## src/rtl/alu_issue_ctrl_pkg.sv

```systemverilog
// Shared definitions for the ALU issue controller: ALU control codes,
// compound request opcodes, FSM state encoding and response flag layout.
package alu_issue_pkg;

  // ALU operation select codes
  typedef enum logic [2:0] {
    ALU_LOAD_A = 3'd0,
    ALU_ADD    = 3'd1,
    ALU_SUB    = 3'd2,
    ALU_AND    = 3'd3,
    ALU_INCREM = 3'd4,
    ALU_NOT_A  = 3'd5,
    ALU_XOR    = 3'd6,
    ALU_LOAD_B = 3'd7
  } alu_ctrl_e;

  // Compound request opcodes (0-7 pass straight through to the ALU)
  localparam logic [3:0] OP_BEQ = 4'd8;
  localparam logic [3:0] OP_BNE = 4'd9;
  localparam logic [3:0] OP_BLT = 4'd10;
  localparam logic [3:0] OP_BGT = 4'd11;
  localparam logic [3:0] OP_BLE = 4'd12;
  localparam logic [3:0] OP_BGE = 4'd13;
  localparam logic [3:0] OP_SLT = 4'd14;
  localparam logic [3:0] OP_ABS = 4'd15;

  // Controller states
  typedef enum logic [2:0] {
    ST_IDLE  = 3'd0,
    ST_EXEC1 = 3'd1,
    ST_EXEC2 = 3'd2,
    ST_TRAP  = 3'd3,
    ST_RESP  = 3'd4
  } state_e;

  // Bit positions inside rsp_flags
  localparam int FLAG_ZERO = 0;
  localparam int FLAG_NEG  = 1;
  localparam int FLAG_OVF  = 2;
  localparam int FLAG_EQ   = 3;
  localparam int FLAG_LT   = 4;
  localparam int FLAG_GT   = 5;

  // ALU select used during the first execute pass
  function automatic logic [2:0] exec1_ctrl(input logic [3:0] op);
    logic [2:0] ctrl;
    if (op[3] == 1'b0) begin
      ctrl = op[2:0];
    end else if (op == OP_ABS) begin
      ctrl = ALU_LOAD_A;
    end else begin
      ctrl = ALU_SUB;
    end
    return ctrl;
  endfunction

  // Raw ALU ops whose signed overflow is a trap condition
  function automatic logic op_can_trap(input logic [3:0] op);
    return (op == 4'd1) || (op == 4'd2) || (op == 4'd4);
  endfunction

endpackage

```

## src/rtl/alu_issue_ctrl_cond.sv

```systemverilog
// Branch / SLT condition evaluator: maps the opcode and the ALU compare
// flags to a taken bit (0 for non-branch ops) and the SLT result bit.
module alu_issue_cond
  import alu_issue_pkg::*;
(
  input  logic [3:0] op,
  input  logic       equal_to,
  input  logic       less_than,
  input  logic       greater_than,
  output logic       taken,
  output logic       slt_bit
);

  // Select the branch condition for the current opcode
  always_comb begin
    taken = 1'b0;
    case (op)
      OP_BEQ:  taken = equal_to;
      OP_BNE:  taken = ~equal_to;
      OP_BLT:  taken = less_than;
      OP_BGT:  taken = greater_than;
      OP_BLE:  taken = less_than | equal_to;
      OP_BGE:  taken = greater_than | equal_to;
      default: taken = 1'b0;
    endcase
  end

  // SLT result bit, forced low for every other opcode
  always_comb begin
    if (op == OP_SLT) begin
      slt_bit = less_than;
    end else begin
      slt_bit = 1'b0;
    end
  end

endmodule

```

## src/rtl/alu_issue_ctrl.sv

```systemverilog
// ALU issue controller: accepts requests, sequences one or two ALU passes,
// evaluates branch/SLT conditions and returns a registered response.
// Optional overflow trapping is built when ALU_ISSUE_TRAP_EN is defined.
module alu_issue_ctrl
  import alu_issue_pkg::*;
(
  input  logic        clk,
  input  logic        reset,
  input  logic        req_valid,
  output logic        req_ready,
  input  logic [3:0]  req_op,
  input  logic [31:0] req_a,
  input  logic [31:0] req_b,
  output logic [31:0] alu_a,
  output logic [31:0] alu_b,
  output logic [2:0]  alu_ctrl,
  input  logic [31:0] alu_out,
  input  logic        zero,
  input  logic        negative,
  input  logic        overflow,
  input  logic        equal_to,
  input  logic        less_than,
  input  logic        greater_than,
  output logic        rsp_valid,
  input  logic        rsp_ready,
  output logic [31:0] rsp_result,
  output logic [5:0]  rsp_flags,
  output logic        rsp_taken,
  output logic        rsp_trap,
  output logic        trap,
  input  logic        trap_ack
);

  state_e      state_r;
  logic [3:0]  op_r;
  logic [31:0] a_r;
  logic [31:0] alu_a_r;
  logic [31:0] alu_b_r;
  logic [2:0]  alu_ctrl_r;
  logic        rsp_valid_r;
  logic [31:0] rsp_result_r;
  logic [5:0]  rsp_flags_r;
  logic        rsp_taken_r;

  logic [5:0]  flags_s;
  logic [31:0] cap_result_s;
  logic        abs_neg_s;
  logic        taken_s;
  logic        slt_bit_s;

  alu_issue_cond u_cond (
    .op           (op_r),
    .equal_to     (equal_to),
    .less_than    (less_than),
    .greater_than (greater_than),
    .taken        (taken_s),
    .slt_bit      (slt_bit_s)
  );

  // Pack the ALU flags and pick the value captured after the first pass
  always_comb begin
    flags_s = {greater_than, less_than, equal_to, overflow, negative, zero};
    if (op_r == OP_SLT) begin
      cap_result_s = {31'd0, slt_bit_s};
    end else begin
      cap_result_s = alu_out;
    end
    if (op_r == OP_ABS) begin
      abs_neg_s = negative;
    end else begin
      abs_neg_s = 1'b0;
    end
  end

`ifdef ALU_ISSUE_TRAP_EN
  logic trap_r;
  logic rsp_trap_r;
  logic trap_hit_s;

  // Overflow trap qualification for the pass that is ending this cycle
  always_comb begin
    if (state_r == ST_EXEC2) begin
      trap_hit_s = overflow;
    end else if (state_r == ST_EXEC1) begin
      trap_hit_s = overflow & op_can_trap(op_r);
    end else begin
      trap_hit_s = 1'b0;
    end
  end

  assign trap     = trap_r;
  assign rsp_trap = rsp_trap_r;
`else
  logic unused_trap_ack_s;
  assign unused_trap_ack_s = trap_ack;
  assign trap              = 1'b0;
  assign rsp_trap          = 1'b0;
`endif

  // Request/response sequencing with registered ALU drive and payload
  always_ff @(posedge clk) begin
    if (reset) begin
      state_r      <= ST_IDLE;
      op_r         <= 4'd0;
      a_r          <= 32'd0;
      alu_a_r      <= 32'd0;
      alu_b_r      <= 32'd0;
      alu_ctrl_r   <= 3'd0;
      rsp_valid_r  <= 1'b0;
      rsp_result_r <= 32'd0;
      rsp_flags_r  <= 6'd0;
      rsp_taken_r  <= 1'b0;
`ifdef ALU_ISSUE_TRAP_EN
      trap_r       <= 1'b0;
      rsp_trap_r   <= 1'b0;
`endif
    end else begin
      case (state_r)
        ST_IDLE: begin
          if (req_valid) begin
            op_r       <= req_op;
            a_r        <= req_a;
            alu_a_r    <= req_a;
            alu_b_r    <= req_b;
            alu_ctrl_r <= exec1_ctrl(req_op);
            state_r    <= ST_EXEC1;
          end
        end
        ST_EXEC1: begin
          rsp_result_r <= cap_result_s;
          rsp_flags_r  <= flags_s;
          rsp_taken_r  <= taken_s;
          if (abs_neg_s) begin
            // Second pass computes 0 - a for a negative ABS operand
            alu_a_r    <= 32'd0;
            alu_b_r    <= a_r;
            alu_ctrl_r <= ALU_SUB;
            state_r    <= ST_EXEC2;
          end else begin
            alu_a_r    <= 32'd0;
            alu_b_r    <= 32'd0;
            alu_ctrl_r <= 3'd0;
`ifdef ALU_ISSUE_TRAP_EN
            if (trap_hit_s) begin
              trap_r  <= 1'b1;
              state_r <= ST_TRAP;
            end else begin
              rsp_valid_r <= 1'b1;
              state_r     <= ST_RESP;
            end
`else
            rsp_valid_r <= 1'b1;
            state_r     <= ST_RESP;
`endif
          end
        end
        ST_EXEC2: begin
          rsp_result_r <= alu_out;
          rsp_flags_r  <= flags_s;
          rsp_taken_r  <= 1'b0;
          alu_a_r      <= 32'd0;
          alu_b_r      <= 32'd0;
          alu_ctrl_r   <= 3'd0;
`ifdef ALU_ISSUE_TRAP_EN
          if (trap_hit_s) begin
            trap_r  <= 1'b1;
            state_r <= ST_TRAP;
          end else begin
            rsp_valid_r <= 1'b1;
            state_r     <= ST_RESP;
          end
`else
          rsp_valid_r <= 1'b1;
          state_r     <= ST_RESP;
`endif
        end
`ifdef ALU_ISSUE_TRAP_EN
        ST_TRAP: begin
          if (trap_ack) begin
            trap_r      <= 1'b0;
            rsp_trap_r  <= 1'b1;
            rsp_valid_r <= 1'b1;
            state_r     <= ST_RESP;
          end
        end
`endif
        ST_RESP: begin
          if (rsp_ready) begin
            rsp_valid_r <= 1'b0;
`ifdef ALU_ISSUE_TRAP_EN
            rsp_trap_r  <= 1'b0;
`endif
            state_r     <= ST_IDLE;
          end
        end
        default: begin
          rsp_valid_r <= 1'b0;
          alu_a_r     <= 32'd0;
          alu_b_r     <= 32'd0;
          alu_ctrl_r  <= 3'd0;
`ifdef ALU_ISSUE_TRAP_EN
          trap_r      <= 1'b0;
          rsp_trap_r  <= 1'b0;
`endif
          state_r     <= ST_IDLE;
        end
      endcase
    end
  end

  assign req_ready  = (state_r == ST_IDLE) & ~reset;
  assign alu_a      = alu_a_r;
  assign alu_b      = alu_b_r;
  assign alu_ctrl   = alu_ctrl_r;
  assign rsp_valid  = rsp_valid_r;
  assign rsp_result = rsp_result_r;
  assign rsp_flags  = rsp_flags_r;
  assign rsp_taken  = rsp_taken_r;

endmodule

```

## config.mk

```make
export PLATFORM = sky130hd
export DESIGN_NAME = alu_issue_ctrl
export DESIGN_NICKNAME = d
export VERILOG_FILES = /design/src/rtl/alu_issue_ctrl_pkg.sv /design/src/rtl/alu_issue_ctrl_cond.sv /design/src/rtl/alu_issue_ctrl.sv
export SDC_FILE = /design/constraint.sdc
export NUM_CORES = 1
export LEC_CHECK = 0
export BUFFER_PORTS_ARGS = -buffer_cell sky130_fd_sc_hd__buf_2
export CORE_ASPECT_RATIO = 1.4
export CORE_MARGIN = 2
export CORE_UTILIZATION = 48
export DETAILED_ROUTE_END_ITERATION = 7
export PLACE_DENSITY = 0.91
export SKIP_LAST_GASP = 1
export SYNTH_ARGS = -nofsm -noshare
export SYNTH_HDL_FRONTEND = slang
export SYNTH_SLANG_ARGS = --single-unit
```

## constraint.sdc

```tcl
create_clock -name clk -period 2.2 [get_ports clk]
set_input_delay 0.11 -clock clk [delete_from_list [all_inputs] [get_ports clk]]
set_output_delay 0.11 -clock clk [all_outputs]
set_load 0.01 [all_outputs]
```

# Word level (Yosys, flattened, before mapping)
# Index checks and enable logic that the tools add are counted.
dict set report word_totals {
  romBits 0
  elab_cells 61
  input_bits 111
  mem_count 0
  reg_bits 146
  mem_bits_rw 0
  latchBits 0
  output_inout_bits 110
}
dict set report op_classes {
  eq_ne 15
  multipliers 0
  n_addsub 0
  order_cmp 0
  shift 0
  div 0
  n_mux 22
  n_bitwise 7
  reduce_logical 7
}
# operator n
set op_table {}
lappend op_table {{32-bit 2-to-1 mux} 4}
lappend op_table {{32-bit one-hot mux with 2 select lines} 2}
lappend op_table {{32-bit one-hot mux with 3 select lines} 1}
lappend op_table {{4-bit == test (second input constant)} 9}
lappend op_table {{3-bit 2-to-1 mux} 5}
lappend op_table {{3-bit one-hot mux with 4 select lines} 1}
lappend op_table {{3-bit one-hot mux with 3 select lines} 1}
lappend op_table {{2-bit != test (second input constant)} 3}
lappend op_table {{1-bit one-hot mux with 6 select lines} 1}
lappend op_table {{2-bit AND reduction} 3}
lappend op_table {{2-bit 2-to-1 mux} 2}
lappend op_table {{1-bit inverter} 4}
lappend op_table {{1-bit one-hot mux with 4 select lines} 1}
lappend op_table {{3-bit by 1-bit == test with 1-bit output (second input constant)} 1}
lappend op_table {{3-bit by 2-bit == test with 1-bit output (second input constant)} 1}
lappend op_table {{3-bit == test (second input constant)} 1}
lappend op_table {{3-bit zero test} 1}
lappend op_table {{1-bit 2-to-1 mux} 3}
lappend op_table {{3-bit AND reduction} 1}
lappend op_table {{1-bit OR} 2}
lappend op_table {{1-bit one-hot mux with 2 select lines} 1}
lappend op_table {{2-bit nonzero test} 1}
lappend op_table {{2-bit OR reduction} 1}
lappend op_table {{1-bit AND} 1}

# Longest topological paths before layout
dict set report depth {
  word_depth 5
  ltp_mapped 7
  mapped_depth_nobuf 4
}

# By module
# A second synthesis with hierarchy kept.
dict set report hier_totals {
  cells_unflattened 632
  hier_area_um2 5575.3
}
# mod seq_area_each_um2 cells_per_inst area_per_inst_um2 n_inst
set by_module_without_submodules {}
lappend by_module_without_submodules {alu_issue_ctrl 2922.8 620 5500.3 1}
lappend by_module_without_submodules {alu_issue_cond 0.0 12 75.1 1}

# Worst setup path after synthesis
# No wires, ideal clock.
dict set report synth_timing {
  path_type {register to register}
  startpoint {reg state_r[2]}
  endpoint {reg a_r[15]}
  n_path_buf 3
  stages_incl_launch_ff 7
  period_less_slack_ps 1606
  arrival_time_ps 1473
  required_ps 2068
  setup_ps 132
  path_slack_ps 594
  path_cell_list {dfxtp_1 > buf_2 > or4b_1 > buf_2 > buf_1 > nand2_1 > a21oi_1}
}
dict set report synth_via {
  elab_chain_len 2
}
# element line_no
set synth_lines {}
lappend synth_lines {{start: declaration} alu_issue_ctrl.sv:34} ;# state_e state_r;
lappend synth_lines {{start signal: assignment} alu_issue_ctrl.sv:103} ;# state_r <= ST_IDLE;
lappend synth_lines {{start signal: assignment} alu_issue_ctrl.sv:126} ;# state_r <= ST_EXEC1;
lappend synth_lines {{start signal: assignment} alu_issue_ctrl.sv:138} ;# state_r <= ST_EXEC2;
lappend synth_lines {{3-bit zero test} alu_issue_ctrl.sv:118} ;# case (state_r)
lappend synth_lines {{2-bit AND reduction (no line)} --}
lappend synth_lines {{end signal: assignment} alu_issue_ctrl.sv:122} ;# a_r <= req_a;
lappend synth_lines {{end: declaration} alu_issue_ctrl.sv:36} ;# logic [31:0] a_r;
# No other way between the ends.
# A chain may end at the register's enable or synchronous reset.

# Worst setup path after layout
dict set report layout_timing {
  startpoint {reg state_r[0]}
  endpoint {reg rsp_result_r[31] (netlist: rsp_result[31])}
}
dict set report layout_via {
  elab_chain_len 2
  word_cells_on_any_way 4
  cone_classes {2 x eq/ne; 1 x mux; 1 x reduce/logical}
}
# element line_no
set layout_lines {}
lappend layout_lines {{3-bit by 2-bit == test with 1-bit output or 3-bit by 1-bit == test with 1-bit output (tied branches)} alu_issue_ctrl.sv:118}
lappend layout_lines {{32-bit one-hot mux with 2 select lines or 2-bit nonzero test (tied branches)} --}
lappend layout_lines {{end signal: assignment} alu_issue_ctrl.sv:130} ;# rsp_result_r <= cap_result_s;
lappend layout_lines {{end signal: assignment} alu_issue_ctrl.sv:158} ;# rsp_result_r <= alu_out;
lappend layout_lines {{end: declaration} alu_issue_ctrl.sv:41} ;# logic [31:0] rsp_result_r;
# Parallel ways exist; a longest one is shown, timed or not.

==> impl_metrics.json <==
{
  "hold_violations": 0,
  "antenna_left": 0,
  "antenna_found_initial": 1,
  "min_period_over_period": 0.8574,
  "final_cell_area_mm2": 0.008104,
  "grt_pass1_vias": 5657,
  "nFillCells": 764,
  "yosys-top-cells-area": "dfxtp_1 (52%), nand2_1 (8.0%), a21oi_1 (6.7%), a22oi_2 (6.7%), mux2i_1 (6.1%)",
  "crit_required_ns": 2.53,
  "wirelength_mm": 17.65,
  "synth.most_common_cell": "dfxtp_1",
  "overflow": 0,
  "relSlewSlack": 0.5254,
  "p_per_area_mw_per_mm2": 800.0,
  "initial_core_util": 0.4936,
  "fp.dieW_um": 95.26,
  "drtPass1Iterations": 5,
  "maxCapViolations": 0,
  "vias": 5576,
  "grt_max_degree": 58,
  "synthCells": 595,
  "route.detailed.drc": 0,
  "core-area_mm2": 0.01134,
  "die_area_mm2": 0.01255,
  "place.gp.congestion": 0.8866,
  "grt_pass1_wl_mm": 27.85,
  "holdWs_ns": 0.03888,
  "cts_buffer_depth": 2,
  "setup_viol": 0,
  "ys_seq_elements": 146,
  "cts_root_buffer": "clkbuf_16",
  "slew_violations": 0,
  "finalNonFillerCells": 1031,
  "leakagePower_nw": 3.704,
  "cts_made_buffers": 17,
  "synth_common_cells": "dfxtp_1 (146), nand2_1 (120), a21oi_1 (75)",
  "drt-wirelength-per-cell_um": 17.12,
  "fin_skew_ns": 0.006458,
  "syn_to_final_growth_pct": 44.80,
  "period_minus_slack_ns": 1.886,
  "io_pins": 221,
  "synthesis.area_mm2": 0.005597,
  "synthFlopType": "dfxtp_1",
  "avgSynthCellArea_um2": 9.406,
  "multi_input_comb_area_mm2": 0.002450,
  "worst_pin_slew_ns": 0.7119,
  "grt.total_usage": 0.2821,
  "drive_gt1_frac": 0.3725,
  "dpl_cell_area_mm2": 0.006818,
  "rows": 46,
  "ys_warn_count": 0,
  "async_flop_share": 0,
  "dp_cells": 927,
  "synth_top_area_frac": 0.5222,
  "portBuffers": 217,
  "cts_tree": "done",
  "ys_seq_area_frac": 0.5222,
  "clk_latency_ns": 0.41,
  "cp.arrival_ns": 2.21,
  "via_per_inst": 5.408,
  "clk_pin_slew_worst_paths_ns": 0.06,
  "postLayoutCoreUtil": 0.7147,
  "cts_sinks": 146,
  "seq_area_mm2": 0.002923,
  "cp-end-kind": "flop",
  "fp.dieH_um": 131.8,
  "start_kind": "flop",
  "fmax_ghz": 0.5301,
  "worst-path-max-fanout": 16,
  "synth_top_cell_by_area": "dfxtp_1",
  "cts_setup_buffers": 0,
  "cts.htree.levels": 4,
  "hpwl_mm": 10.43,
  "post_synth_num_cell_types": 37,
  "synth-edff-count": 0,
  "final.setup.tns_ns": 0,
  "status": "finished clean",
  "grt_setup_unrepaired": "false",
  "nNetsFinal": 986,
  "hp-class": "primary input to flop",
  "irDropWorstVdd_mv": 0.6094,
  "rrSetupSlack_ns": 0.31,
  "drtIter0Drc": 263,
  "setup.worst_path.class": "flop to flop"
}
-- sequential cells by signal, indices dropped and copies added, names as in the netlist, 3 cells and up --
| register | count |
|---|---|
| alu_a | 32 |
| alu_ctrl | 3 |
| a_r | 32 |
| op_r | 4 |
| rsp_result | 32 |
| alu_b | 32 |
| state_r | 3 |
| rsp_flags | 6 |
-- layer usage --
metal	GRT usage	vias up	share of wire
li1	-	2612	-
met1	0.2965	2634	0.36
met2	0.4988	267	0.52
met3	0.07547	63	0.074
met4	0.1498	0	0.041
met5	0	-	0
-- cells by family (layout without fill, tap and decap cells) --
group / after synthesis / count (layout) / share of synthesized area
AOI/OAI and AO/OA: 150 / 150 / 0.2034
buffers and inverters: 49 / 339 / 0.04248
other: 1 / 3 / 0.0006700
and+or+nand+nor: 214 / 214 / 0.1688
DFF: 146 / 146 / 0.5222
xor gates and xnor gates: 1 / 1 / 0.001565
muxes: 34 / 34 / 0.06081
-- cell type report --
class                      count  area share
timing repair buffer         308      0.2458
sequential                   146      0.3607
multi-input combinational    401      0.3023
tap                          144     0.02223
clock inverter                 9     0.01019
clock buffer                  21     0.05805
inverter                       1   0.0004632
antenna                        1   0.0003088
-- report_power, final --
group / switching [mW] / internal (mW)
clock network: 1.06 / 1.63
registers: 0.0895 / 2.79
logic: 0.475 / 0.435
total: 1.63 / 4.86
-- placed cells by master, fill, tap and decap left out, types with 2 or more instances in the layout --
| cell | instances |
|---|---|
| nor2_2 | 32 |
| buf_2 | 216 |
| a22oi_1 | 3 |
| a22oi_2 | 30 |
| o211ai_1 | 2 |
| and2_1 | 2 |
| a2bb2oi_1 | 32 |
| buf_12 | 3 |
| clkinv_2 | 4 |
| buf_4 | 16 |
| dfxtp_1 | 146 |
| nand2_1 | 120 |
| clkinvlp_4 | 2 |
| nand4_1 | 2 |
| o21ai_0 | 2 |
| mux2i_1 | 34 |
| a21oi_1 | 75 |
| nor3_1 | 5 |
| clkbuf_8 | 3 |
| conb_1 | 2 |
| clkbuf_16 | 17 |
| nor2_1 | 42 |
| dlygate4sd3_1 | 73 |
-- final timing paths --
path                          to  cells after the start       start
setup / recovery  rsp_result[31]                      5  state_r[0]
hold / removal         alu_a[31]                      3   req_a[31]
setup reg to reg  rsp_result[31]                      5  state_r[0]
hold reg to reg        alu_a[12]                      2   alu_a[12]
-- through the flow --
stage	setup WS, ns	total power, mW
floorplan	0.5943	3.393
global placement	0.4968	3.692
detailed placement	0.4266	3.717
CTS	0.4095	6.501
global route	0.2174	6.736
finish	0.3137	6.483
-- repair_timing --
| item | CTS | global route |
|---|---|---|
| hold endpoints to repair | 105 | 0 |
| hold buffers | 73 | 0 |
| gates resized for setup | 0 | 0 |
-- worst max-delay path, cell delays in order (launching register included) --
cell and delay, ns:
dfxtp_1 0.37, xnor2_1 0.42, or2_2 0.40, buf_4 0.34, a22oi_1 0.13, nor2_1 0.13
(Power assumes the default switching activity.)
